<file path="src/rtl/vend_pkg.sv">
// Shared types and widths for the vending panel / dispenser blocks.
package vend_pkg;

  typedef enum logic [2:0] {
    S_IDLE,
    S_VEND,
    S_WAIT_DROP,
    S_CHANGE,
    S_DONE,
    S_FAIL
  } state_t;

  // Panel indices; also used as the last-served pointer encoding.
  localparam logic PANEL0 = 1'b0;
  localparam logic PANEL1 = 1'b1;

  // Product code and change count widths, shared with the coin/selection FSMs.
  localparam int PROD_W = 2;
  localparam int CHG_W  = 2;

  // Panel index to one-hot panel vector.
  function automatic logic [1:0] panel_onehot(input logic idx);
    return idx ? 2'b10 : 2'b01;
  endfunction

endpackage

</file>
<file path="src/rtl/rr_arbiter2.sv">
// Two-request round-robin picker. On a tie the panel not served last wins;
// the last-served pointer moves only when the owner strobes upd on a grant.
module rr_arbiter2
  import vend_pkg::*;
(
  input  logic       clk,
  input  logic       rst,
  input  logic [1:0] req,
  input  logic       upd,
  output logic       win
);

  logic last;

  // Winner: a lone requester wins, a tie goes to the panel not served last.
  always_comb begin
    win = PANEL0;
    if (req == 2'b10)      win = PANEL1;
    else if (req == 2'b11) win = ~last;
  end

  // Last-served pointer; reset to panel 1 so panel 0 takes the first tie.
  always_ff @(posedge clk or negedge rst) begin
    if (!rst)     last <= PANEL1;
    else if (upd) last <= win;
  end

endmodule

</file>
<file path="src/rtl/vend_dispense_arbiter.sv">
// Shares one dispenser motor and one coin ejector between two vending panels.
// Sequence per grant: motor pulse, wait for drop sensor (with timeout),
// eject change coins one at a time, then pulse done or err to the panel.
// Optional feature: define VEND_RETRY_EN to give each transaction one extra
// motor pulse after its first drop timeout.
module vend_dispense_arbiter
  import vend_pkg::*;
#(
  parameter int PULSE_CYCLES   = 4,
  parameter int TIMEOUT_CYCLES = 16,
  parameter int EJECT_CYCLES   = 2
) (
  input  logic              clk,
  input  logic              rst,
  input  logic [1:0]        req,
  input  logic [PROD_W-1:0] prod0,
  input  logic [PROD_W-1:0] prod1,
  input  logic [CHG_W-1:0]  chg0,
  input  logic [CHG_W-1:0]  chg1,
  input  logic              drop_det,
  output logic [1:0]        gnt,
  output logic [1:0]        done,
  output logic [1:0]        err,
  output logic              motor_en,
  output logic [PROD_W-1:0] motor_sel,
  output logic              coin_eject,
  output logic              busy
);

  // One shared counter serves the motor pulse, drop wait and coin phases.
  localparam int MAX_A = (PULSE_CYCLES > TIMEOUT_CYCLES) ? PULSE_CYCLES : TIMEOUT_CYCLES;
  localparam int MAX_C = (MAX_A > EJECT_CYCLES + 1) ? MAX_A : EJECT_CYCLES + 1;
  localparam int CW    = $clog2(MAX_C) + 1;

  state_t            state, nxt;
  logic [CW-1:0]     cnt, cnt_d;
  logic [CHG_W-1:0]  coin, coin_d;
  logic              sel;
  logic [PROD_W-1:0] prod_q;
  logic [CHG_W-1:0]  chg_q;
  logic              win;
  logic              grant;
`ifdef VEND_RETRY_EN
  logic              retry, retry_d;
`endif

  assign grant = (state == S_IDLE) && (|req);

  rr_arbiter2 u_arb (
    .clk (clk),
    .rst (rst),
    .req (req),
    .upd (grant),
    .win (win)
  );

  // Next state and counter updates.
  always_comb begin
    nxt    = state;
    cnt_d  = cnt;
    coin_d = coin;
`ifdef VEND_RETRY_EN
    retry_d = retry;
`endif
    case (state)
      S_IDLE: begin
        cnt_d  = '0;
        coin_d = '0;
`ifdef VEND_RETRY_EN
        retry_d = 1'b0;
`endif
        if (|req) nxt = S_VEND;
      end
      S_VEND: begin
        if (cnt == CW'(PULSE_CYCLES - 1)) begin
          nxt   = S_WAIT_DROP;
          cnt_d = '0;
        end else begin
          cnt_d = cnt + 1'b1;
        end
      end
      S_WAIT_DROP: begin
        if (drop_det) begin
          nxt   = (chg_q == '0) ? S_DONE : S_CHANGE;
          cnt_d = '0;
        end else if (cnt == CW'(TIMEOUT_CYCLES - 1)) begin
          cnt_d = '0;
`ifdef VEND_RETRY_EN
          if (!retry) begin
            nxt     = S_VEND;
            retry_d = 1'b1;
          end else begin
            nxt = S_FAIL;
          end
`else
          nxt = S_FAIL;
`endif
        end else begin
          cnt_d = cnt + 1'b1;
        end
      end
      S_CHANGE: begin
        // Each coin: EJECT_CYCLES high then one low cycle.
        if (cnt == CW'(EJECT_CYCLES)) begin
          cnt_d = '0;
          if (coin == chg_q - 1'b1) nxt = S_DONE;
          else                      coin_d = coin + 1'b1;
        end else begin
          cnt_d = cnt + 1'b1;
        end
      end
      S_DONE:  nxt = S_IDLE;
      S_FAIL:  nxt = S_IDLE;
      default: nxt = S_IDLE;
    endcase
  end

  // State and counter registers.
  always_ff @(posedge clk or negedge rst) begin
    if (!rst) begin
      state <= S_IDLE;
      cnt   <= '0;
      coin  <= '0;
`ifdef VEND_RETRY_EN
      retry <= 1'b0;
`endif
    end else begin
      state <= nxt;
      cnt   <= cnt_d;
      coin  <= coin_d;
`ifdef VEND_RETRY_EN
      retry <= retry_d;
`endif
    end
  end

  // Latch the winner's request on grant; held until the next grant.
  always_ff @(posedge clk or negedge rst) begin
    if (!rst) begin
      sel    <= PANEL0;
      prod_q <= '0;
      chg_q  <= '0;
    end else if (grant) begin
      sel    <= win;
      prod_q <= win ? prod1 : prod0;
      chg_q  <= win ? chg1  : chg0;
    end
  end

  // Outputs decoded purely from registered state.
  always_comb begin
    busy       = (state != S_IDLE);
    gnt        = busy ? panel_onehot(sel) : 2'b00;
    motor_en   = (state == S_VEND);
    motor_sel  = motor_en ? prod_q : '0;
    coin_eject = (state == S_CHANGE) && (cnt < CW'(EJECT_CYCLES));
    done       = (state == S_DONE) ? panel_onehot(sel) : 2'b00;
    err        = (state == S_FAIL) ? panel_onehot(sel) : 2'b00;
  end

endmodule

</file>
<file path="config.mk">
export PLATFORM = sky130hd
export DESIGN_NAME = vend_dispense_arbiter
export DESIGN_NICKNAME = d
export VERILOG_FILES = /design/src/rtl/vend_pkg.sv /design/src/rtl/rr_arbiter2.sv /design/src/rtl/vend_dispense_arbiter.sv
export SDC_FILE = /design/constraint.sdc
export NUM_CORES = 1
export LEC_CHECK = 0
export CELL_PAD_IN_SITES_DETAIL_PLACEMENT = 2
export CELL_PAD_IN_SITES_GLOBAL_PLACEMENT = 2
export CORE_AREA = 10 10 69 71
export DETAILED_ROUTE_END_ITERATION = 16
export DIE_AREA = 0 0 79 81
export PLACE_DENSITY_LB_ADDON = 0.05
export REMOVE_ABC_BUFFERS = 1
export SLEW_MARGIN = 10
export SYNTH_ARGS = -nofsm -noshare
export SYNTH_HDL_FRONTEND = slang
export SYNTH_SLANG_ARGS = --single-unit
</file>
<file path="constraint.sdc">
create_clock -name clk -period 5.2 [get_ports clk]
set_input_delay 1.04 -clock clk [delete_from_list [all_inputs] [get_ports clk]]
set_output_delay 1.04 -clock clk [all_outputs]
set_load 0.01 [all_outputs]
</file>
==> results.txt <==
* Outcome: completed
* Via-per-instance ratio: 5.115
- R2R Path Start: cnt[1]
- STA puts the critical path data arrival time at 2.12 ns.
* Final antenna-violating net count: 0
* Yosys warns: 0
* Number of nets in the final layout: 153
- In the routed design, unresolved DRC markers number 0.
* Placer Congestion: 0.6922
- Across all hold checks on the routed design, the worst slack comes to 0.4895 ns.
* Setup slack of the worst register-to-register path: 3.14 ns
- Total Negative Setup Slacks: 0 ns
- The floorplan step set the die width to 79 um.
- Number of top-level design ports: 24
- Quantity of gates resized following cts: 0
- Standard-cell row count: 22
* Longest Clk Path Bufs: 2
* Seq/Total Area, Yosys: 38.21%
- Counting I/O delays and the setup requirement, the final critical path takes 3.165 ns.
* Number of antenna violations at the first check in global routing: 0
- Largest net degree at the start of global routing: 17
* Number of distinct library cells after synthesis: 39
- Netlist area before placement: 1051 um2
- Final setup violating endpoints: 0
* CTS H-Tree Depth: 1
* Maximum net fanout on the critical path: 13
- The first global-routing pass estimated 5.430 mm of wire.
- In this run the clock root is driven by a sky130_fd_sc_hd__clkbuf_4.
- Required time of the critical path: 4.16 ns
* Cell Pwr Density: 526.2 nW/um2
- For the pin with the worst max-slew slack, the measured transition is 0.8370 ns.
* Mapped Avg Cell Area: 9.555 um2
* Layout overhead on the synthesized area: 29.76%
- In this run the static leakage power is 0.5765 nW.
- The die covers 6399 um2.
- Yosys reg bits: 16
- For this run, the detailed router's first-pass iteration total came to 4.
* Post-CTS setup repair buffer count: 0
- After layout, the worst path uses 60.86% of the clock period.
- Clock-pin slew reported for the worst setup and hold paths after clock tree synthesis: 0.11 ns
- STA classifies the critical path endpoint as an output port.
- Number of cells after detailed placement: 178
- The later pin in the worst-skew pair is clocked with a latency of 0.31 ns.
- Worst clock skew on the final layout: 0.004126 ns
* Starting density of the core: 29.83%
- Routed wirelength normalized by instance count: 17.22 um
- The die is 81 um tall.
- The final max-slew violation count came to 0.
- Pre-CTS setup slack: 2.354 ns
* Global route total overflow: 0
* Fmax achieved: 316.0 MHz
- The worst hold path belongs to the class reg -> reg.
- Port bufs: 23
- CTS Sinks: 16
* Number of buffers added by the clock tree synthesis step: 3
* Critical path type: reg -> out
- Vias after detailed routing: 931
- The via count of the first global-routing pass was 1059.
* Total routed wirelength: 3.134 mm
- End of the worst register-to-register path: cnt[3]
- Finished Layout Cells: 182
- Max capacitance violation total: 0
- In the final layout, the share of cells above drive strength 1 is 10.45%.
* Total power: 0.7176 mW
- Worst Hold Endpoint: prod_q[1]
- For this design, the CTS-stage hold fixing added 0 buffers.
- The cell count after synthesis came out at 110.
- Min setup slack post-route: 2.035 ns
- WHS Path Cells: 2
- The worst setup path is launched from a register.
- Path depth of the worst reg2reg path: 5
- Clock tree from TritonCTS: yes
* Core Region: 3523 um2
- Final Hold Fails: 0
- Starting DRT DRC Count: 22
* Antenna diode count: 0
* RSZ-0062 raised after global routing: false
- Measured against its own limit, the worst slew margin works out to 44.02%.
* Highest ir drop seen on vdd: 0.1769 mV
- Across every metal layer, demand over resource in global routing totals 10.87%.
- DP HPWL: 2.487 mm
- In this run the most critical hold path is launched from prod_q[1].
[final cells by class]
type / instances / area, um2
tap: 48 / 60.06
clock buffer: 4 / 36.28
sequential: 16 / 401.6
fill: 425 / 2160
multi-input combinational: 84 / 609.3
timing repair buffer: 23 / 230.2
inverter: 7 / 26.28
[power by group]
part	switching (mW)	total [mW]	internal [mW]
Sequential	0.0603	0.233	0.173
Combinational	0.206	0.394	0.188
Clock	0.0477	0.0905	0.0428
[worst max path at each step]
stage	cells past startpoint	to	slack (ns)	from
2_1_floorplan	2	motor_sel[0]	2.98	state[2]
3_3_place_gp	4	gnt[1]	2.42	state[2]
3_5_place_dp	4	gnt[1]	2.35	state[2]
4_1_cts	4	gnt[1]	1.98	state[2]
5_1_grt	4	gnt[1]	1.84	state[2]
6_report	4	gnt[1]	2.04	state[2]
[cells in the mapped netlist]
cell type | instances | share of area [%]
sky130_fd_sc_hd__nand3_1 | 10 | 4.8
sky130_fd_sc_hd__or3_1 | 1 | 0.60
sky130_fd_sc_hd__nor3b_1 | 1 | 0.71
sky130_fd_sc_hd__nand3b_1 | 1 | 0.71
sky130_fd_sc_hd__a32o_1 | 1 | 0.95
sky130_fd_sc_hd__a22oi_4 | 1 | 2.0
sky130_fd_sc_hd__a21boi_1 | 1 | 0.71
sky130_fd_sc_hd__or4b_4 | 2 | 2.6
sky130_fd_sc_hd__nand2b_1 | 3 | 1.8
sky130_fd_sc_hd__ha_1 | 5 | 6.0
sky130_fd_sc_hd__a21oi_1 | 4 | 1.9
sky130_fd_sc_hd__nor3_2 | 1 | 0.95
sky130_fd_sc_hd__and2_1 | 3 | 1.8
sky130_fd_sc_hd__a22oi_1 | 1 | 0.71
sky130_fd_sc_hd__nor3_1 | 4 | 1.9
sky130_fd_sc_hd__xnor2_1 | 2 | 1.7
sky130_fd_sc_hd__a211o_1 | 1 | 0.83
sky130_fd_sc_hd__nor4b_2 | 2 | 2.9
sky130_fd_sc_hd__a221o_1 | 1 | 0.95
sky130_fd_sc_hd__a211oi_1 | 1 | 0.71
sky130_fd_sc_hd__nor2_1 | 5 | 1.8
sky130_fd_sc_hd__buf_2 | 2 | 0.95
sky130_fd_sc_hd__nand2_1 | 11 | 3.9
sky130_fd_sc_hd__a21o_1 | 2 | 1.4
sky130_fd_sc_hd__or2b_1 | 1 | 0.71
sky130_fd_sc_hd__o21ba_2 | 1 | 0.95
sky130_fd_sc_hd__o21a_1 | 1 | 0.71
sky130_fd_sc_hd__a31oi_1 | 3 | 1.8
sky130_fd_sc_hd__nor3b_2 | 1 | 1.2
sky130_fd_sc_hd__dfrtp_1 | 15 | 36
sky130_fd_sc_hd__buf_1 | 1 | 0.36
sky130_fd_sc_hd__a22o_1 | 1 | 0.83
sky130_fd_sc_hd__inv_1 | 7 | 2.5
sky130_fd_sc_hd__o31ai_4 | 1 | 2.0
sky130_fd_sc_hd__o21ai_0 | 5 | 2.4
sky130_fd_sc_hd__o21ai_1 | 1 | 0.48
sky130_fd_sc_hd__and3b_1 | 1 | 0.83
sky130_fd_sc_hd__mux2i_1 | 4 | 3.8
sky130_fd_sc_hd__dfstp_2 | 1 | 2.5
[worst max-delay path: stages (launching register included)]
cell and delay (ns):
sky130_fd_sc_hd__dfrtp_1 0.58, sky130_fd_sc_hd__nor3_2 0.38, sky130_fd_sc_hd__inv_1 0.17, sky130_fd_sc_hd__and2_1 0.20, sky130_fd_sc_hd__clkdlybuf4s50_1 0.49
[cell families (layout without fill, tap and decap cells)]
family | count (synthesis) | after routing | share of synthesized area [%]
AOI/OAI and AO/OA | 26 | 26 | 19.41
adders and majority gates | 5 | 5 | 5.952
buffers and inverters | 10 | 34 | 3.810
xor gates and xnor gates | 2 | 2 | 1.667
DFF | 16 | 16 | 38.21
muxes | 4 | 4 | 3.810
and+or+nand+nor | 47 | 47 | 27.15
[sequential cells by signal (all words and copies together), names as in the netlist]
register	cells
u_arb.last	1
prod_q	2
sel	1
state	3
chg_q	2
cnt	5
coin	2
[stage by stage]
step / area (um2) / util, %
finish: 1364 / 38.71
global placement: 1328 / 37.68
CTS: 1364 / 38.71
floorplan: 1037 / -
detailed placement: 1328 / 37.68
global route: 1364 / 38.71
[per-layer routing]
| metal | wire length, um | GRT usage [%] |
|---|---|---|
| met3 | 115 | 2.759 |
| met4 | 59 | 5.376 |
| met1 | 1381 | 12.11 |
| met2 | 1578 | 18.92 |
| met5 | 0 | 0 |
[cell usage in the layout, fill, tap and decap left out, types with 2 or more instances in the layout]
| master | n |
|---|---|
| sky130_fd_sc_hd__a21o_1 | 2 |
| sky130_fd_sc_hd__a31oi_1 | 3 |
| sky130_fd_sc_hd__and2_1 | 3 |
| sky130_fd_sc_hd__nand2b_1 | 3 |
| sky130_fd_sc_hd__ha_1 | 5 |
| sky130_fd_sc_hd__nand3_1 | 10 |
| sky130_fd_sc_hd__nor3_1 | 4 |
| sky130_fd_sc_hd__nand2_1 | 11 |
| sky130_fd_sc_hd__nor4b_2 | 2 |
| sky130_fd_sc_hd__xnor2_1 | 2 |
| sky130_fd_sc_hd__mux2i_1 | 4 |
| sky130_fd_sc_hd__dfrtp_1 | 15 |
| sky130_fd_sc_hd__clkdlybuf4s50_1 | 23 |
| sky130_fd_sc_hd__inv_1 | 7 |
| sky130_fd_sc_hd__o21ai_0 | 5 |
| sky130_fd_sc_hd__nor2_1 | 5 |
| sky130_fd_sc_hd__or4b_4 | 2 |
| sky130_fd_sc_hd__clkbuf_4 | 3 |
| sky130_fd_sc_hd__a21oi_1 | 4 |
No activity file was read; power rests on OpenSTA's default activity.
